`config.mk`:
```
export PLATFORM = sky130hd
export DESIGN_NAME = rr_mux_arbiter16
export DESIGN_NICKNAME = d
export VERILOG_FILES = /design/src/rtl/rr_mux_arbiter16_pkg.sv /design/src/rtl/rr_mux_arbiter16_mux32_16x1.sv /design/src/rtl/rr_mux_arbiter16.sv
export SDC_FILE = /design/constraint.sdc
export NUM_CORES = 1
export LEC_CHECK = 0
export ABC_AREA = 1
export ABC_CLOCK_PERIOD_IN_PS = 3700
export CAP_MARGIN = 15
export CORE_AREA = 2 2 230 232
export CTS_CLUSTER_SIZE = 8
export DETAILED_ROUTE_END_ITERATION = 12
export DIE_AREA = 0 0 232 234
export SYNTH_ARGS = -nofsm -noshare
export SYNTH_HDL_FRONTEND = slang
export SYNTH_HIERARCHICAL = 1
export SYNTH_SLANG_ARGS = --single-unit
```
`constraint.sdc`:
```
create_clock -name CLK -period 3.7 [get_ports CLK]
set_input_delay 0.37 -clock CLK [delete_from_list [all_inputs] [get_ports CLK]]
set_output_delay 0.37 -clock CLK [all_outputs]
set_load 0.03 [all_outputs]
```
`src/rtl/rr_mux_arbiter16_pkg.sv`:
```
// -----------------------------------------------------------------------------
// rr_mux_arbiter16_pkg
//
// Shared definitions for the 16-way round-robin arbiter with its 32-bit data
// mux: requester count, data and select widths, the IDLE/BUSY state encoding,
// and the round-robin search used by the arbiter.
//
// Contents:
//   NUM_REQ, DATA_W, SEL_W, HOLD_W - structural widths
//   state_e                        - arbiter FSM state encoding
//   rr_pick_t                      - result of a round-robin search
//   rr_pick()                      - first set REQ bit at or after a start
//                                    index, wrapping from 15 to 0
// -----------------------------------------------------------------------------
package rr_mux_arbiter16_pkg;

  localparam int NUM_REQ = 16;
  localparam int DATA_W  = 32;
  localparam int SEL_W   = 4;
  // Hold counter width; it saturates at MAX_HOLD, which is at most 15.
  localparam int HOLD_W  = 4;

  typedef enum logic {
    ST_IDLE = 1'b0,  // no grant outstanding
    ST_BUSY = 1'b1   // exactly one grant outstanding
  } state_e;

  typedef struct packed {
    logic             found;  // at least one request bit was set
    logic [SEL_W-1:0] idx;    // index of the winning requester
  } rr_pick_t;

  // Round-robin search: the winner is the first set bit of req reached when
  // walking upward from start and wrapping past NUM_REQ-1 back to 0.
  // The loop visits offsets from farthest to nearest, so the last match
  // written is the one closest to start. The 4-bit index addition wraps
  // naturally, which gives the modulo-16 walk for free.
  function automatic rr_pick_t rr_pick(input logic [NUM_REQ-1:0] req,
                                       input logic [SEL_W-1:0]   start);
    rr_pick_t         res;
    logic [SEL_W-1:0] k;
    res.found = 1'b0;
    res.idx   = '0;
    for (int i = NUM_REQ - 1; i >= 0; i--) begin
      k = start + SEL_W'(i);
      if (req[k]) begin
        res.found = 1'b1;
        res.idx   = k;
      end
    end
    return res;
  endfunction

endpackage : rr_mux_arbiter16_pkg

```
`src/rtl/rr_mux_arbiter16_mux32_16x1.sv`:
```
// -----------------------------------------------------------------------------
// MUX32_16x1
//
// Purely combinational 16:1 multiplexer of 32-bit words. The input bus is the
// flattened concatenation of the sixteen words, word k at bits
// [32k+31:32k].
//
// Ports:
//   d_i   [NUM_REQ*DATA_W-1:0]  flattened data inputs
//   sel_i [SEL_W-1:0]           word select
//   y_o   [DATA_W-1:0]          selected word
// -----------------------------------------------------------------------------
module MUX32_16x1
  import rr_mux_arbiter16_pkg::*;
(
  input  logic [NUM_REQ*DATA_W-1:0] d_i,
  input  logic [SEL_W-1:0]          sel_i,
  output logic [DATA_W-1:0]         y_o
);

  // Unpack the flat bus into lanes so the select is a plain array index.
  logic [DATA_W-1:0] lanes [NUM_REQ];

  for (genvar k = 0; k < NUM_REQ; k++) begin : g_lane
    assign lanes[k] = d_i[k*DATA_W +: DATA_W];
  end

  assign y_o = lanes[sel_i];

endmodule : MUX32_16x1

```
`src/rtl/rr_mux_arbiter16.sv`:
```
// -----------------------------------------------------------------------------
// rr_mux_arbiter16
//
// Round-robin arbiter for sixteen requesters that also steers the winner's
// 32-bit data word to the output. A grant is held while its requester keeps
// asking, but for at most MAX_HOLD consecutive cycles when somebody else is
// waiting; it is handed over immediately (no VALID gap) when the owner
// drops its request and others are pending.
//
// Parameters:
//   MAX_HOLD  maximum consecutive grant cycles under contention, 1..15
//
// Ports:
//   CLK    clock, all state updates on the rising edge
//   RST    synchronous active-low reset
//   REQ    [15:0]   request bit per requester
//   D      [511:0]  flattened data inputs, word k = D[32k+31:32k]
//   GNT    [15:0]   registered one-hot grant, zero when idle
//   S      [3:0]    registered mux select = index of the granted requester
//   VALID           registered, high while a grant is active
//   Y      [31:0]   D word S while VALID, otherwise zero
// -----------------------------------------------------------------------------
module rr_mux_arbiter16
  import rr_mux_arbiter16_pkg::*;
#(
  parameter int MAX_HOLD = 4
) (
  input  logic                      CLK,
  input  logic                      RST,
  input  logic [NUM_REQ-1:0]        REQ,
  input  logic [NUM_REQ*DATA_W-1:0] D,
  output logic [NUM_REQ-1:0]        GNT,
  output logic [SEL_W-1:0]          S,
  output logic                      VALID,
  output logic [DATA_W-1:0]         Y
);

  localparam logic [HOLD_W-1:0] HOLD_MAX = HOLD_W'(MAX_HOLD);

  // ---------------------------------------------------------------------------
  // State
  // ---------------------------------------------------------------------------
  state_e              state_q, state_d;
  logic [NUM_REQ-1:0]  gnt_q,   gnt_d;
  logic [SEL_W-1:0]    s_q,     s_d;
  logic                valid_q, valid_d;
  logic [SEL_W-1:0]    ptr_q,   ptr_d;   // round-robin search start
  logic [HOLD_W-1:0]   hold_q,  hold_d;  // cycles the current grant has lasted

  // ---------------------------------------------------------------------------
  // Decision terms
  // ---------------------------------------------------------------------------
  rr_pick_t pick;
  logic     owner_req;    // current owner is still requesting
  logic     others_req;   // someone other than the owner is requesting
  logic     hold_at_max;
  logic     new_grant;    // a fresh round-robin decision is taken this edge

  // ptr_q always points one past the last grant, so searching from it in
  // BUSY reaches every other requester before coming back to the owner.
  // That makes one search serve the idle start, the release handoff and
  // the forced rotation alike.
  assign pick        = rr_pick(REQ, ptr_q);
  assign owner_req   = REQ[s_q];
  assign others_req  = |(REQ & ~(NUM_REQ'(1) << s_q));
  assign hold_at_max = (hold_q == HOLD_MAX);

  always_comb begin
    new_grant = 1'b0;
    unique case (state_q)
      ST_IDLE: new_grant = pick.found;
      ST_BUSY: new_grant = pick.found &&
                           (!owner_req || (hold_at_max && others_req));
      default: new_grant = 1'b0;
    endcase
  end

  // ---------------------------------------------------------------------------
  // State register
  // ---------------------------------------------------------------------------
  // NOTE: sequential state is written with non-blocking assignments only, so
  // every register samples the pre-edge value of every other register.
  always_ff @(posedge CLK) begin
    if (!RST) begin
      state_q <= ST_IDLE;
      gnt_q   <= '0;
      s_q     <= '0;
      valid_q <= 1'b0;
      ptr_q   <= '0;
      hold_q  <= '0;
    end else begin
      state_q <= state_d;
      gnt_q   <= gnt_d;
      s_q     <= s_d;
      valid_q <= valid_d;
      ptr_q   <= ptr_d;
      hold_q  <= hold_d;
    end
  end

  // ---------------------------------------------------------------------------
  // Next-state logic: a grant exists exactly while some request is present.
  // ---------------------------------------------------------------------------
  // NOTE: every combinational output gets a default before the case, so no
  // path leaves a variable unassigned and no latch is inferred.
  always_comb begin
    state_d = state_q;
    unique case (state_q)
      ST_IDLE: if (pick.found)  state_d = ST_BUSY;
      ST_BUSY: if (!pick.found) state_d = ST_IDLE;
      default: state_d = ST_IDLE;
    endcase
  end

  // ---------------------------------------------------------------------------
  // Output / datapath next values
  // ---------------------------------------------------------------------------
  always_comb begin
    gnt_d   = gnt_q;
    s_d     = s_q;
    valid_d = valid_q;
    ptr_d   = ptr_q;
    hold_d  = hold_q;

    if (state_d == ST_IDLE) begin
      // Going or staying idle: drop the grant, keep S and the pointer.
      gnt_d   = '0;
      valid_d = 1'b0;
      hold_d  = '0;
    end else if (new_grant) begin
      gnt_d   = NUM_REQ'(1) << pick.idx;
      s_d     = pick.idx;
      valid_d = 1'b1;
      ptr_d   = pick.idx + SEL_W'(1);
      hold_d  = HOLD_W'(1);
    end else if (!hold_at_max) begin
      // Owner keeps the grant; count up and saturate at MAX_HOLD.
      hold_d  = hold_q + HOLD_W'(1);
    end
  end

  // ---------------------------------------------------------------------------
  // Data path
  // ---------------------------------------------------------------------------
  logic [DATA_W-1:0] mux_y;

  MUX32_16x1 u_mux (
    .d_i   (D),
    .sel_i (s_q),
    .y_o   (mux_y)
  );

  assign GNT   = gnt_q;
  assign S     = s_q;
  assign VALID = valid_q;
  // S is kept after release, so the mux output must be masked when idle.
  assign Y     = valid_q ? mux_y : '0;

endmodule : rr_mux_arbiter16

```
### After elaboration in Yosys (flattened, before gate mapping)

Index checks and enable logic that the tools add are counted.

| cells by class | value |
|---|---|
| add/sub/neg operators | 17 |
| $lt $le $gt $ge | 18 |
| eq/ne operators | 2 |
| shifts and indexed selects | 2 |
| muxes and demuxes | 58 |
| bitwise operators | 6 |
| reduce and logical (&&, ||, !) cells | 8 |

Operators with widths:

| operator | number |
|---|---|
| $bmux W32 S4 | 1 |
| $mux W32 | 3 |
| $lt A4 B5 Y1 const B | 17 |
| $mux W5 | 16 |
| $bmux W1 S4 | 17 |
| $add A4 B4 Y4 const B | 8 |
| $shl A1 B4 Y16 const A | 2 |
| $mux W1 | 20 |
| $add A4 B3 Y4 const B | 4 |
| $and A16 B16 Y16 | 1 |
| $not A16 Y16 | 1 |
| $reduce_or A16 Y1 | 1 |
| $add A4 B1 Y4 const B | 3 |
| $add A4 B2 Y4 const B | 2 |
| $ge A5 B5 Y1 const B | 1 |
| $not A4 Y5 | 1 |
| $eq A4 B3 Y1 const B | 1 |
| $reduce_and A2 Y1 | 2 |
| $not A1 Y1 | 3 |
| $reduce_or A3 Y1 | 1 |
| $logic_and A1 B1 Y1 | 2 |
| $ne A2 B1 Y1 const B | 1 |
| $pmux W1 S2 | 1 |
| $logic_not A1 Y1 | 1 |
| $logic_or A1 B1 Y1 | 1 |

| word-level totals | value |
|---|---|
| flip-flop bits (word level) | 30 |
| input port bits | 530 |
| output and inout bits | 53 |

### Longest topological paths before layout

| depth | value |
|---|---|
| word-level depth | 22 |
| gate-level depth with buffers | 33 |
| mapped depth without buffers | 29 |

### Hierarchy

Netlist, hierarchy kept.

Modules (own cells, without submodules):

| module | times used | cells an instance | area each (sq um) | sequential area each (sq um) |
|---|---|---|---|---|
| MUX32_16x1 | 1 | 1549 | 6610.1 | 0.0 |
| rr_mux_arbiter16 | 1 | 650 | 3542.1 | 600.6 |

### Least setup slack after synthesis

Ideal clock, no wire load.

| path | value |
|---|---|
| path kind | reg2reg |
| start point | register ptr_q[0] |
| end point | register ptr_q[2] |
| setup time | 0.122 ns |
| data arrival time | 3.225 ns |
| path slack | 0.353 ns |
| cell stages (with the launch flop) | 33 |
| clock period less this slack | 3.347 ns |
| path through | dfxtp_1 -> buf_6 -> inv_4 -> buf_6 -> buf_2 -> ha_1 -> inv_1 -> buf_2 -> nand3_1 -> nand3_1 -> nand2_1 -> nand2_1 -> nand2_2 -> inv_2 -> nand2_1 -> nand2_1 -> nand2_1 -> nand2_1 -> nand2_1 -> a21oi_1 -> nand2_1 -> nand2_1 -> nand2_1 -> nand2_1 -> nand2_1 -> nand2_1 -> nand2_2 -> a21oi_4 -> nand2_1 -> inv_1 -> ha_1 -> o21ai_0 -> a21oi_1 |

| between the ends | value |
|---|---|
| word-level cells in the longest chain between the ends | 22 |
| elaborated cells on any way between the ends | 68 |
| classes of those cells | 16 x add/sub; 50 x mux; 2 x reduce/logical |

RTL lines:

| item | line | RTL |
|---|---|---|
| from (decl) | rr_mux_arbiter16.sv:47 | `logic [SEL_W-1:0] ptr_q, ptr_d;` |
| from (signal assigned) | rr_mux_arbiter16.sv:96 | `ptr_q <= ptr_d;` |
| $add A4 B4 Y4 | rr_mux_arbiter16_pkg.sv:45 | `k = start + SEL_W'(i);` |
| $bmux W1 S4 | rr_mux_arbiter16_pkg.sv:46 | `if (req[k]) begin` |
| $mux W1 (implied by the code) | rr_mux_arbiter16_pkg.sv:46 |  |
| $mux W5 (15 in a row) | rr_mux_arbiter16_pkg.sv:46 |  |
| $mux W5 (*) | rr_mux_arbiter16_pkg.sv:46 |  |
| parallel branches: the longest is 3 deep, another holds $add A4 B1 Y4 | -- |  |

Mark *: on every way between the ends. The select of a mux whose other input is x is not followed.
A chain may end at the register's enable or synchronous reset.

### Worst setup path after layout

Same ends and word-level chain as after synthesis.

==> results.sh <==
export IMPL_worstSetupStartpointType="flip-flop"
export IMPL_arrival_ns=3.47
export IMPL_synth_common_cells="nand2_1 (925), inv_1 (468), nand3_1 (468), a21oi_1 (61), buf_2 (56)"
export IMPL_rr_worst_depth=28
export IMPL_ant_nets=0
export IMPL_slowest_stage="dfxtp_1"
export IMPL_drive_gt1_share_pct=4.58
export IMPL_synth_area_leaders="nand2_1 (34%), nand3_1 (23%), inv_1 (17%), dfxtp_1 (5.9%), buf_6 (3.8%)"
export IMPL_p_leak_nw=9.06
export IMPL_drv_cap=0
export IMPL_crit_required_ns=3.86
export IMPL_start_util_pct=19.5
export IMPL_overflow=0
export IMPL_muxShareOfSynthArea_pct=0
export IMPL_synth_edff_count=0
export IMPL_htreeDepth=2
export IMPL_routed_wirelength_um=61300
export IMPL_dr_wl_met2_um=29500
export IMPL_yosys_area_share_simple_pct=60.1
export IMPL_yosysUniqueCellTypes=41
export IMPL_critical_path_class="reg -> reg"
export IMPL_cpPeakStageDelay_ns=0.42
export IMPL_fin_skew_ns=0.00130
export IMPL_min_path_cells=2
export IMPL_post_drt_wl_per_cell_um=18.0
export IMPL_ys_seq_area_share_pct=5.92
export IMPL_timing_rr_start="ptr_q[0]$_SDFFE_PN0P_"
export IMPL_synthDominantCellAreaShare_pct=34.2
export IMPL_cp_common_cell="nand2_1"
export IMPL_synth_top_family_by_area="simple AND/OR/NAND/NOR gates"
export IMPL_die_h_um=234
export IMPL_finalSetupViolCount=0
export IMPL_critPathBufInv=4
export IMPL_setup_tns_ns=0
export IMPL_min_to="GNT[13]$_SDFFE_PN0P_"
export IMPL_fin_crit_sh_pct=89.6
export IMPL_cts_repair_resized=0
export IMPL_synthFlopType="dfxtp_1"
export IMPL_insertion_delay_ns=0.27
export IMPL_nets=3245
export IMPL_finalWeightedCongestion=0.928
export IMPL_cts_tree="done"
export IMPL_drt_met1_wl_um=24800
export IMPL_syn2layout_area_growth_pct=64.6
export IMPL_fill_cells=5984
export IMPL_dp_hpwl_um=49600
export IMPL_status="finished, final reports clean"
export IMPL_finalHoldWorstSlack_ns=0.467
export IMPL_register_area_um2=614
export IMPL_synth_compound_area_share_pct=5.93
export IMPL_io_buffer_count=582
export IMPL_avgSynthCellArea_um2=4.62
export IMPL_clockBufferDepth=2
export IMPL_route_detailed_drc=0
export IMPL_synthArstFlopShare_pct=0
export IMPL_period_minus_slack_ns=3.31
export IMPL_hold_class="reg -> reg"
export IMPL_detail_route_first_pass_iterations=6
export IMPL_die_area_um2=54300
export IMPL_cts_hold_buf=0
export IMPL_io_pins=583
export IMPL_synth_xor_area_share_pct=0.961
export IMPL_wl_met3_um=5050
export IMPL_worstMarginPinSlew_ns=0.767
export IMPL_rsz0062_at_grt="no"
export IMPL_die_x_um=232
export IMPL_cts_setup_buffers=0
export IMPL_ir_drop_mv=0.417
export IMPL_yosysTopAreaCell="nand2_1"
export IMPL_power_density_nw_per_um2=673
export IMPL_multi_input_area_um2=6930
export IMPL_clkTransAtPathRegs_ns=0.05
export IMPL_synth_most_common_cell="nand2_1"
export IMPL_antenna_found_initial=16
export IMPL_hold_path_startpoint="GNT[13]$_SDFFE_PN0P_"
export IMPL_syn_num_nets=2739
export IMPL_crit_family="simple AND/OR/NAND/NOR gates"
export IMPL_ys_warnings_count=6
export IMPL_row_count=84
export IMPL_drv_slew=0
export IMPL_grt_pass1_wl_um=87100
export IMPL_worst_setup_path_end_kind="flip-flop"
export IMPL_r2r_end="ptr_q[2]$_SDFFE_PN0P_"
export IMPL_cts_buffers=5
export IMPL_highest_layer="met5"
export IMPL_via_per_inst=4.36
export IMPL_num_vias=14800
export IMPL_grt_pass1_vias=13800
export IMPL_crit_fanout=9
export IMPL_synth_seq_cells=30
export IMPL_netlist_area_um2=10200
export IMPL_grt_max_degree=116
export IMPL_synthAdderAreaFrac_pct=1.23
export IMPL_cts_root_buffer="clkbuf_16"
export IMPL_slew_headroom_pct=48.8
export IMPL_syn_inst=2199
export IMPL_core_um2=52000
export IMPL_drt_iter0_drc=1070
export IMPL_hold_violations=0
export IMPL_reg2reg_slack_ns=0.39
export IMPL_timing_fmax_mhz=302
export IMPL_cts_sinks=30
export IMPL_gr_usage_all_layers_pct=21.4
-- registers in the layout, summed over array words and instances (netlist names) --
signal,count
VALID,1
GNT,16
ptr_q,4
S,4
state_q,1
hold_q,4
-- metrics by stage --
| stage | instances | area [um^2] | worst slack [ns] | utilization (%) | total power [mW] |
|---|---|---|---|---|---|
| 5_1_grt | 3400 | 16700 | 0.0577 | 32.1 | 12.4 |
| 3_3_place_gp | 3386 | 16500 | 0.337 | 31.8 | 10.9 |
| 6_report | 3403 | 16700 | 0.385 | 32.1 | 11.2 |
| 2_1_floorplan | 2199 | 10200 | 0.353 | - | 7.25 |
| 3_5_place_dp | 3386 | 16500 | 0.347 | 31.8 | 10.8 |
| 4_1_cts | 3394 | 16700 | 0.388 | 32.1 | 11.3 |
-- layout by cell type (no fill, tap or decap), drive strengths merged, types with 3 or more instances in the layout --
cell,count
a21oi,66
a22oi,4
buf,74
clkbuf,6
clkdlybuf4s50,551
clkinv,3
dfxtp,30
diode,9
ha,10
inv,473
nand2,941
nand3,468
nor2,28
nor3,4
nor4,3
o21ai,21
xor2,7
-- cell type report --
type / instances / share of cell area, %
Clock inverter: 2 / 0.0749
Timing Repair Buffer: 625 / 37.9
Tap cell: 688 / 5.15
Inverter: 475 / 10.8
Clock buffer: 6 / 0.831
Multi-Input combinational cell: 1568 / 41.5
Antenna cell: 9 / 0.135
Sequential cell: 30 / 3.68
-- layer usage --
layer,up-vias,track usage (%)
met2,559,37.8
met3,73,4.73
met5,-,0
met1,6560,25.7
li1,7642,-
met4,8,6.67
-- power by group --
part | total [mW] | switching (mW) | internal [mW]
Sequential | 0.560 | 0.132 | 0.429
Clock | 0.414 | 0.149 | 0.266
Combinational | 10.3 | 6.75 | 3.53
Total | 11.2 | 7.03 | 4.22
-- cell families after synthesis --
| group | after synthesis |
|---|---|
| flops | 30 |
| xor+xnor | 9 |
| compound gates | 101 |
| simple gates | 1448 |
| fa+ha+maj | 10 |
| buf+inv | 601 |
-- worst min-delay path: stages (launching register included) --
cell,delay [ns]
dfxtp_1,0.31
nand2_1,0.06
a21oi_1,0.05
-- how the worst max path moves through the flow --
stage                                      from               endpoint  slack (ns)  cells after the start
after floorplan           ptr_q[0]$_SDFFE_PN0P_  ptr_q[2]$_SDFFE_PN0P_        0.35                     32
after detailed placement                REQ[14]  ptr_q[2]$_SDFFE_PN0P_        0.35                     28
final                     ptr_q[0]$_SDFFE_PN0P_  ptr_q[2]$_SDFFE_PN0P_        0.39                     28
after global routing      ptr_q[0]$_SDFFE_PN0P_  ptr_q[2]$_SDFFE_PN0P_        0.06                     28
after CTS                 ptr_q[0]$_SDFFE_PN0P_  ptr_q[2]$_SDFFE_PN0P_        0.39                     28
after global placement                  REQ[14]  ptr_q[2]$_SDFFE_PN0P_        0.34                     28
(Power assumes the default switching activity.)
